$ cat config.mk
export PLATFORM = sky130hd
export DESIGN_NAME = sa_ctrl
export DESIGN_NICKNAME = d
export VERILOG_FILES = /design/src/rtl/sa_ctrl_pkg.sv /design/src/rtl/sa_ctrl_delay.sv /design/src/rtl/sa_ctrl.sv
export SDC_FILE = /design/constraint.sdc
export NUM_CORES = 1
export LEC_CHECK = 0
export CAP_MARGIN = 10
export CORE_MARGIN = 1
export CORE_UTILIZATION = 40
export DETAILED_ROUTE_END_ITERATION = 16
export PLACE_DENSITY_LB_ADDON = 0.3
export SYNTH_ARGS = -nofsm -noshare
export SYNTH_HDL_FRONTEND = slang
export SYNTH_SLANG_ARGS = --single-unit
export TNS_END_PERCENT = 10
$ cat constraint.sdc
create_clock -name clk -period 1.89 [get_ports clk]
set_clock_uncertainty 0.1 [all_clocks]
set_input_delay 0.189 -clock clk [delete_from_list [all_inputs] [get_ports clk]]
set_output_delay 0.189 -clock clk [all_outputs]
set_load 0.05 [all_outputs]
$ cat src/rtl/sa_ctrl_pkg.sv
// Shared types and constants for the systolic-array controller (sa_ctrl).
package sa_ctrl_pkg;

  typedef enum logic [2:0] {
    ST_IDLE,
    ST_WAIT_W,
    ST_LOAD_W0,
    ST_LOAD_W1,
    ST_STREAM,
    ST_DRAIN,
    ST_DONE
  } state_t;

  localparam int PIPE_LAT_DEFAULT = 3;

  // c_sel fields: bit CSEL_ACC selects accumulate, bits 1:0 are the slot.
  localparam int         CSEL_ACC    = 2;
  localparam logic [2:0] CSEL_BUBBLE = 3'b100;

  typedef struct packed {
    logic       is_final;
    logic [2:0] c_sel;
  } tag_t;

  localparam int   TAG_W      = $bits(tag_t);
  localparam tag_t TAG_BUBBLE = '{is_final: 1'b0, c_sel: CSEL_BUBBLE};

  function automatic tag_t make_tag(logic accumulate, logic [1:0] slot, logic is_final);
    tag_t t;
    t.is_final = is_final;
    t.c_sel    = {accumulate, slot};
    return t;
  endfunction

endpackage

$ cat src/rtl/sa_ctrl_delay.sv
// Fixed-depth shift register aligning beat tags {final, c_sel} with array data.
module sa_ctrl_delay
  import sa_ctrl_pkg::*;
#(
  parameter int DEPTH = 2
) (
  input  logic             clk,
  input  logic             rst,
  input  logic [TAG_W-1:0] din,
  output logic [TAG_W-1:0] dout
);

  if (DEPTH == 0) begin : g_bypass
    assign dout = din;
  end else begin : g_shift
    logic [TAG_W-1:0] sr [DEPTH];

    // NOTE: every stage is reset (not just the head) because each stage's
    // content reaches c_sel and must read as a harmless bubble after reset.
    always_ff @(posedge clk) begin
      if (rst) begin
        for (int i = 0; i < DEPTH; i++) sr[i] <= TAG_BUBBLE;
      end else begin
        sr[0] <= din;
        for (int i = 1; i < DEPTH; i++) sr[i] <= sr[i-1];
      end
    end

    assign dout = sr[DEPTH-1];
  end

endmodule

$ cat src/rtl/sa_ctrl.sv
// 2x2 systolic-array job sequencer: weight load, skewed operand streaming,
// accumulator tagging. Optional perf counters when SA_CTRL_PERF_EN is defined.
module sa_ctrl
  import sa_ctrl_pkg::*;
#(
  parameter int PIPE_LAT = PIPE_LAT_DEFAULT
) (
  input  logic        clk,
  input  logic        rst,
  input  logic        start,
  input  logic [1:0]  cfg_nvec,
  input  logic [3:0]  cfg_npass,
  input  logic        w_valid,
  output logic        w_ready,
  input  logic [31:0] w_data,
  input  logic        a_valid,
  output logic        a_ready,
  input  logic [15:0] a_data,
  output logic [7:0]  A_in_1,
  output logic [7:0]  A_in_2,
  output logic [7:0]  B_in_1,
  output logic [7:0]  B_in_2,
  output logic [1:0]  P2_en,
  output logic [2:0]  c_sel,
  output logic        busy,
  output logic        res_valid,
  output logic [1:0]  res_slot,
`ifdef SA_CTRL_PERF_EN
  output logic [15:0] perf_cycles,
  output logic [15:0] perf_stalls,
`endif
  output logic        done
);

  localparam int DCW = (PIPE_LAT > 1) ? $clog2(PIPE_LAT) : 1;

  state_t          state, state_nxt;
  logic [1:0]      nvec_q, v_q;
  logic [3:0]      npass_q, p_q;
  logic [31:0]     w_q;
  logic [7:0]      skew_q;
  logic [DCW-1:0]  drain_cnt;
  logic            a_accept, last_vec;
  tag_t            tag_in, tag_out;

  assign a_accept = (state == ST_STREAM) && a_valid;
  assign last_vec = (v_q == nvec_q);

  // NOTE: defaults first so every path assigns every output; no latches.
  always_comb begin
    state_nxt = state;
    w_ready   = 1'b0;
    a_ready   = 1'b0;
    P2_en     = 2'b00;
    B_in_1    = 8'h00;
    B_in_2    = 8'h00;
    done      = 1'b0;
    busy      = (state != ST_IDLE);
    A_in_1    = a_accept ? a_data[7:0] : 8'h00;
    tag_in    = TAG_BUBBLE;
    if (a_accept) tag_in = make_tag(p_q != 4'd0, v_q, p_q == npass_q);

    unique case (state)
      ST_IDLE:    if (start) state_nxt = ST_WAIT_W;
      ST_WAIT_W: begin
        w_ready = 1'b1;
        if (w_valid) state_nxt = ST_LOAD_W0;
      end
      ST_LOAD_W0: begin
        P2_en     = 2'b11;
        B_in_1    = w_q[23:16];
        B_in_2    = w_q[31:24];
        state_nxt = ST_LOAD_W1;
      end
      ST_LOAD_W1: begin
        P2_en     = 2'b11;
        B_in_1    = w_q[7:0];
        B_in_2    = w_q[15:8];
        state_nxt = ST_STREAM;
      end
      ST_STREAM: begin
        a_ready = 1'b1;
        if (a_valid && last_vec) state_nxt = (p_q < npass_q) ? ST_WAIT_W : ST_DRAIN;
      end
      ST_DRAIN:   if (drain_cnt == DCW'(PIPE_LAT - 1)) state_nxt = ST_DONE;
      ST_DONE: begin
        done      = 1'b1;
        state_nxt = ST_IDLE;
      end
      default:    state_nxt = ST_IDLE;
    endcase
  end

  // NOTE: sequential state uses non-blocking assignments only, so every
  // register samples pre-edge values regardless of statement order.
  always_ff @(posedge clk) begin
    if (rst) begin
      state     <= ST_IDLE;
      nvec_q    <= '0;
      npass_q   <= '0;
      v_q       <= '0;
      p_q       <= '0;
      w_q       <= '0;
      skew_q    <= '0;
      drain_cnt <= '0;
      res_valid <= 1'b0;
      res_slot  <= '0;
    end else begin
      state     <= state_nxt;
      skew_q    <= a_accept ? a_data[15:8] : 8'h00;
      drain_cnt <= (state == ST_DRAIN) ? drain_cnt + DCW'(1) : '0;
      res_valid <= tag_out.is_final;
      res_slot  <= tag_out.c_sel[1:0];
      if (state == ST_IDLE && start) begin
        nvec_q  <= cfg_nvec;
        npass_q <= cfg_npass;
        v_q     <= '0;
        p_q     <= '0;
      end
      if (state == ST_WAIT_W && w_valid) w_q <= w_data;
      if (a_accept) begin
        v_q <= last_vec ? 2'd0 : v_q + 2'd1;
        if (last_vec && p_q < npass_q) p_q <= p_q + 4'd1;
      end
    end
  end

  sa_ctrl_delay #(.DEPTH(PIPE_LAT - 1)) u_delay (
    .clk  (clk),
    .rst  (rst),
    .din  (tag_in),
    .dout (tag_out)
  );

  assign A_in_2 = skew_q;
  assign c_sel  = tag_out.c_sel;

`ifdef SA_CTRL_PERF_EN
  always_ff @(posedge clk) begin
    if (rst || (state == ST_IDLE && start)) begin
      perf_cycles <= '0;
      perf_stalls <= '0;
    end else begin
      if (busy && perf_cycles != 16'hFFFF) perf_cycles <= perf_cycles + 16'd1;
      if (state == ST_STREAM && !a_valid && perf_stalls != 16'hFFFF)
        perf_stalls <= perf_stalls + 16'd1;
    end
  end
`endif

endmodule

==> run summary, run 1 <==
Status -> finished, final reports clean
Slew headroom -> 65.4%
Post-route setup slack -> 0.0425 ns
First-pass GRT wire length -> 11500 um
Max Fclk -> 541 MHz
Area share of xor/xnor cells in the synthesized design -> 0.599%
Longest Clk Path Bufs -> 2
Syn Area/Cell -> 8.38 sq um
Placed inst area -> 4280 sq um
Adder-Cell Fraction of Synth Area -> 2.99%
Post-route cell area -> 4470 sq um
CTS Buf Count -> 9
Root buffer cell -> clkbuf_8
Clk sink count -> 68
Synth Area in Compound Gates -> 10.4%
Buffers on Ports -> 102
Mux share of post-synthesis cell area -> 6.59%
Critical Path Sink Type -> flip-flop
Worst skew pair latency -> 0.33 ns
VDD IR-drop max -> 0.000424 V
Die area -> 7660 sq um
Drt wl/cell -> 12.7 um
Ratio of cells with drive above 1 in the final layout -> 18.9%
Final min period -> 1.85 ns
Synth top area cells -> dfxtp_1, nand2_1, a21oi_1, mux2i_1, and2_1
Setup WS pre-CTS -> 0.00761 ns
Top-count cell post-synth -> nand2_1
Period utilisation layout -> 97.8%
Post-synth ARST share -> 0%
Largest family of logic cells by synthesized area -> simple AND/OR/NAND/NOR gates
Hold crit path type -> primary input to flip-flop
Ys Warns -> 0
Initial detailed-routing violation count -> 144
Worst-margin pin slew -> 0.519 ns
Worst-path clk slew -> 0.07 ns
DP Cell Count -> 541
Synth unique cells -> 41
Final WL -> 7090 um
Largest net degree at the start of global routing -> 33
Simple-gate share of the synthesized area -> 27.5%
Slowest cell delay on critical path -> 0.34 ns
Num rows -> 30
Vias in the first global route -> 2522
DIE HEIGHT -> 87.5 um
Dominant synthesized flop cell -> dfxtp_1
Number of synthesized flops with an enable pin -> 0
Initial core utilization -> 42.1%
Die width -> 87.5 um
Initial antenna violation count -> 0
CP required -> 2.01 ns
Top cells by count, synth -> nand2_1, dfxtp_1, a21oi_1
Max cap viols -> 0
Final setup violation count -> 0
Unrepaired setup endpoints after global routing -> true
Antenna Nets Post-Route -> 0
Setup Crit Path Kind -> flip-flop to flip-flop
Hold violation total from the final report -> 0
Grt total ovfl -> 0
Cell count after synthesis -> 349
Max FO, Critical Path -> 2
Top Ports -> 103
Non-filler instance count after layout -> 557
CP Cell Sequence -> inv_1 -> ha_1 -> nor2b_1 -> o21bai_1 -> and4_1 -> mux2_2
Area of the core -> 6940 sq um
Final Net Count -> 523
Initial DRT Pass Iterations -> 4
Overall routing resource usage -> 19.5%
Syn Std Cell Area -> 2930 sq um
Via density -> 4.76
Area leader, netlist -> dfxtp_1
Startpoint Class -> flip-flop
DRC viols -> 0
H-tree levels -> 3
Top cell type's share of synthesized area -> 46.5%
FF+latch count, synth -> 68
CP max-delay cell -> dfxtp_1
Static leakage -> 1.70 nW
Pwr/cell area -> 697 nW/um^2
DP HPWL -> 5140 um
GP Congestion -> 0.835
Syn nets -> 415
Diodes inserted -> 0
Part of the Yosys area used for sequential elements -> 46.5%
Buf+Inv Stages, Crit Path -> 1
Fin. max-slew vios -> 0
Synthesis-to-finish area growth -> 53.0%
Via count -> 2652
Arr. time, crit path -> 1.97 ns
Family with the most delay on the worst path -> simple AND/OR/NAND/NOR gates
CTS tree -> done
[worst reg2reg max path, cell delays in order (launching register included)]
cell and delay [ns]:
dfxtp_1 0.34, inv_1 0.05, ha_1 0.30, nor2b_1 0.17, o21bai_1 0.22, and4_1 0.23
mux2_2 0.34
[through the flow]
step | utilization (%) | power [mW] | hold slack, ns | setup TNS, ns
after global placement | 61.6 | 2.15 | 0.294 | 0
after detailed placement | 61.6 | 2.16 | 0.301 | 0
after floorplan | - | 1.88 | 0.186 | -1.05
final | 64.4 | 3.12 | 0.211 | 0
after CTS | 63.9 | 3.13 | 0.209 | -0.0185
after global routing | 64.4 | 3.28 | 0.220 | -0.0663
[placed cells by master, fill, tap and decap left out, drive strengths merged, types with 2 or more instances in the layout]
cell type       n
a21oi          45
nand4           2
clkbuf         12
inv             8
and2           20
o311ai          2
or2             2
xnor2           2
mux2            2
mux2i          17
nor2           30
nor3            2
nand2          81
clkinv          3
nor2b           9
dfxtp          68
ha              7
clkdlybuf4s50  71
nor4            3
nand3           3
nand4bb         2
buf            52
nor3b           4
[power by group]
part | switching [mW] | internal [mW]
Combinational | 0.312 | 0.318
Sequential | 0.0338 | 1.49
Clock | 0.502 | 0.463
[state kept, by name (all words and copies together) (netlist names), 3 cells and up]
name and count:
w_q 32, A_in_2 8, u_delay.g_shift.sr 8, npass_q 4, p_q 4, state 3
[path summary, 6_finish.rpt]
| path | startpoint | to | slack (ns) | cells past startpoint |
|---|---|---|---|---|
| setup reg to reg | npass_q[1] | p_q[2] | 0.04 | 6 |
| hold / removal | rst | v_q[0] | 0.21 | 2 |
| hold reg to reg | drain_cnt[0] | drain_cnt[0] | 0.32 | 1 |
| setup / recovery | npass_q[1] | p_q[2] | 0.04 | 6 |
[metal layers]
metal | track usage [%] | part of all wire (%) | up-vias
met5 | 0 | 0 | -
met4 | 8.20 | 1.3 | 0
met3 | 4.93 | 4.9 | 7
met2 | 33.2 | 50 | 69
met1 | 23.3 | 44 | 1212
li1 | - | - | 1364
[logic make-up after synthesis]
family,after synthesis
compound gates,55
xor+xnor,2
fa+ha+maj,7
buf+inv,34
flops,68
mux,19
simple gates,164
[what timing repair did]
action / 4_1_cts / 5_1_grt
gates cloned: 0 / 0
endpoints found under the setup margin: 10 / 25
gates resized for setup: 4 / 10
pin swaps: 1 / 1
buffers inserted: 0 / 1
hold buffers: 0 / 0
[layout make-up]
| class | instances | area [sq um] |
|---|---|---|
| fillers | 568 | 2470 |
| multi-input cells | 247 | 1430 |
| repair buffers | 123 | 1370 |
| flip-flops and latches | 68 | 1370 |
| clock buffers | 12 | 135 |
| well taps | 96 | 120 |
| inverters | 8 | 30.0 |
| clock inverters | 3 | 15.0 |
(Power assumes the default switching activity.)
==> run 2: changes to the inputs <==
--- a/constraint.sdc
+++ b/constraint.sdc
@@ -3,3 +3,3 @@
 set_input_delay 0.189 -clock clk [delete_from_list [all_inputs] [get_ports clk]]
 set_output_delay 0.189 -clock clk [all_outputs]
-set_load 0.05 [all_outputs]
+set_load 0.005 [all_outputs]
==> run summary, run 2 (same netlist as run 1, synthesis figures left out) <==
Setup tns final -> -0.453 ns
Initial core utilization -> 42.1%
DIE HEIGHT -> 87.5 um
Root buffer cell -> clkbuf_8
CTS Buf Count -> 9
Final min period -> 1.98 ns
Status -> finished with violations
Critical path depth -> 3
Buf+Inv Stages, Crit Path -> 1
Setup WS pre-CTS -> -0.0678 ns
GP Congestion -> 0.870
CP required -> 1.60 ns
CP Cell Sequence -> and4bb_2 -> and2_1 -> clkdlybuf4s50_1
Max reg flops -> 32
Diodes inserted -> 0
Fin. max-slew vios -> 0
Most flops, register -> w_q
DRC viols -> 0
Initial antenna violation count -> 0
Startpoint Class -> flip-flop
Setup Crit Path Kind -> flip-flop to primary output
Clk sink count -> 68
Flop-to-flop setup slack -> 0.09 ns
Post-route setup slack -> -0.0873 ns
Period utilisation layout -> 105%
Reg2reg start -> npass_q[1]
Slew headroom -> 70.2%
Static leakage -> 1.87 nW
Max Fclk -> 506 MHz
Antenna Nets Post-Route -> 0
Arr. time, crit path -> 1.69 ns
Worst-path clk slew -> 0.08 ns
Overall routing resource usage -> 19.8%
Worst-margin pin slew -> 0.447 ns
Max cap viols -> 0
Unrepaired setup endpoints after global routing -> true
Hold violation total from the final report -> 0
CP max-delay cell -> clkdlybuf4s50_1
Buffers on Ports -> 102
Via density -> 4.78
Initial detailed-routing violation count -> 75
Family with the most delay on the worst path -> buffers and inverters
Longest Clk Path Bufs -> 2
R2R depth -> 6
Vias in the first global route -> 2683
H-tree levels -> 3
Max FO, Critical Path -> 8
DP HPWL -> 5000 um
Area of the core -> 6940 sq um
Hold crit path type -> primary input to flip-flop
Commonest non-fill, non-tap cell in the layout -> nand2_1
Die area -> 7660 sq um
Worst skew pair latency -> 0.34 ns
Final WL -> 7070 um
Pwr/cell area -> 737 nW/um^2
Largest net degree at the start of global routing -> 33
Grt total ovfl -> 0
Num rows -> 30
Via count -> 2666
Ratio of cells with drive above 1 in the final layout -> 13.2%
Top Ports -> 103
Initial DRT Pass Iterations -> 4
Final Net Count -> 523
Worst setup path startpoint -> state[0]
Critical Path Sink Type -> primary output
Die width -> 87.5 um
VDD IR-drop max -> 0.000426 V
Worst r2r dst -> p_q[3]
End of the critical path -> A_in_1[7]
Drt wl/cell -> 12.7 um
Failing checks -> setup timing
Final setup violation count -> 7
First-pass GRT wire length -> 11800 um
Most frequent cells in the layout -> nand2_1, clkdlybuf4s50_1, dfxtp_1
Synthesis-to-finish area growth -> 50.0%
Slowest cell delay on critical path -> 0.49 ns
CTS tree -> done
==> run 2: per-stage QoR <==
stage | hold WS [ns] | instance area, sq um | cells | utilization [%] | power [mW]
2_1_floorplan | 0.186 | 2930 | 349 | - | 1.82
3_3_place_gp | 0.299 | 4080 | 539 | 58.8 | 2.05
3_5_place_dp | 0.297 | 4080 | 539 | 58.8 | 2.06
4_1_cts | 0.188 | 4310 | 558 | 62.1 | 3.26
5_1_grt | 0.205 | 4390 | 558 | 63.2 | 3.39
6_report | 0.194 | 4390 | 558 | 63.2 | 3.23
==> run 2: area by class of cell <==
class	instances	area, sq um
Clock buffer	9	124
Clock inverter	7	76.3
Fill cell	608	2550
Inverter	8	30.0
Multi-Input combinational cell	248	1450
Sequential cell	68	1370
Tap cell	96	120
Timing Repair Buffer	122	1210
==> run 2: how the worst min path moves through the flow <==
stage                                   startpoint                        to  slack, ns  cells past startpoint
final                                          rst                npass_q[1]       0.19                      2
after global routing                           rst                   w_q[12]       0.21                      2
after CTS                                      rst                    p_q[1]       0.19                      2
after detailed placement  u_delay.g_shift.sr[0][2]  u_delay.g_shift.sr[0][6]       0.30                      1
after global placement    u_delay.g_shift.sr[0][2]  u_delay.g_shift.sr[0][6]       0.30                      1
after floorplan                            a_valid                  state[2]       0.19                      1
==> run 2: what timing repair did <==
item / CTS / global route
resized for setup: 16 / 27
cloned: 1 / 0
setup endpoints to repair: 30 / 23
hold buffers: 0 / 0
pin swaps: 1 / 2
setup buffers: 2 / 0
==> run 2: report_power, final <==
part	leakage [nW]	switching [mW]	total, mW	internal (mW)
Sequential	0.553	0.0372	1.52	1.49
Combinational	1.22	0.242	0.527	0.285
Clock	0.0958	0.567	1.18	0.615
Total	1.87	0.846	3.23	2.39
==> run 2: per-layer routing <==
metal  vias to the layer above  share of wire, %  track usage, %
li1                       1366                 -               -
met1                      1219                45            23.4
met2                        65                49            34.4
met3                        16               3.9            3.79
met4                         0               2.3            9.69
met5                         -                 0               0
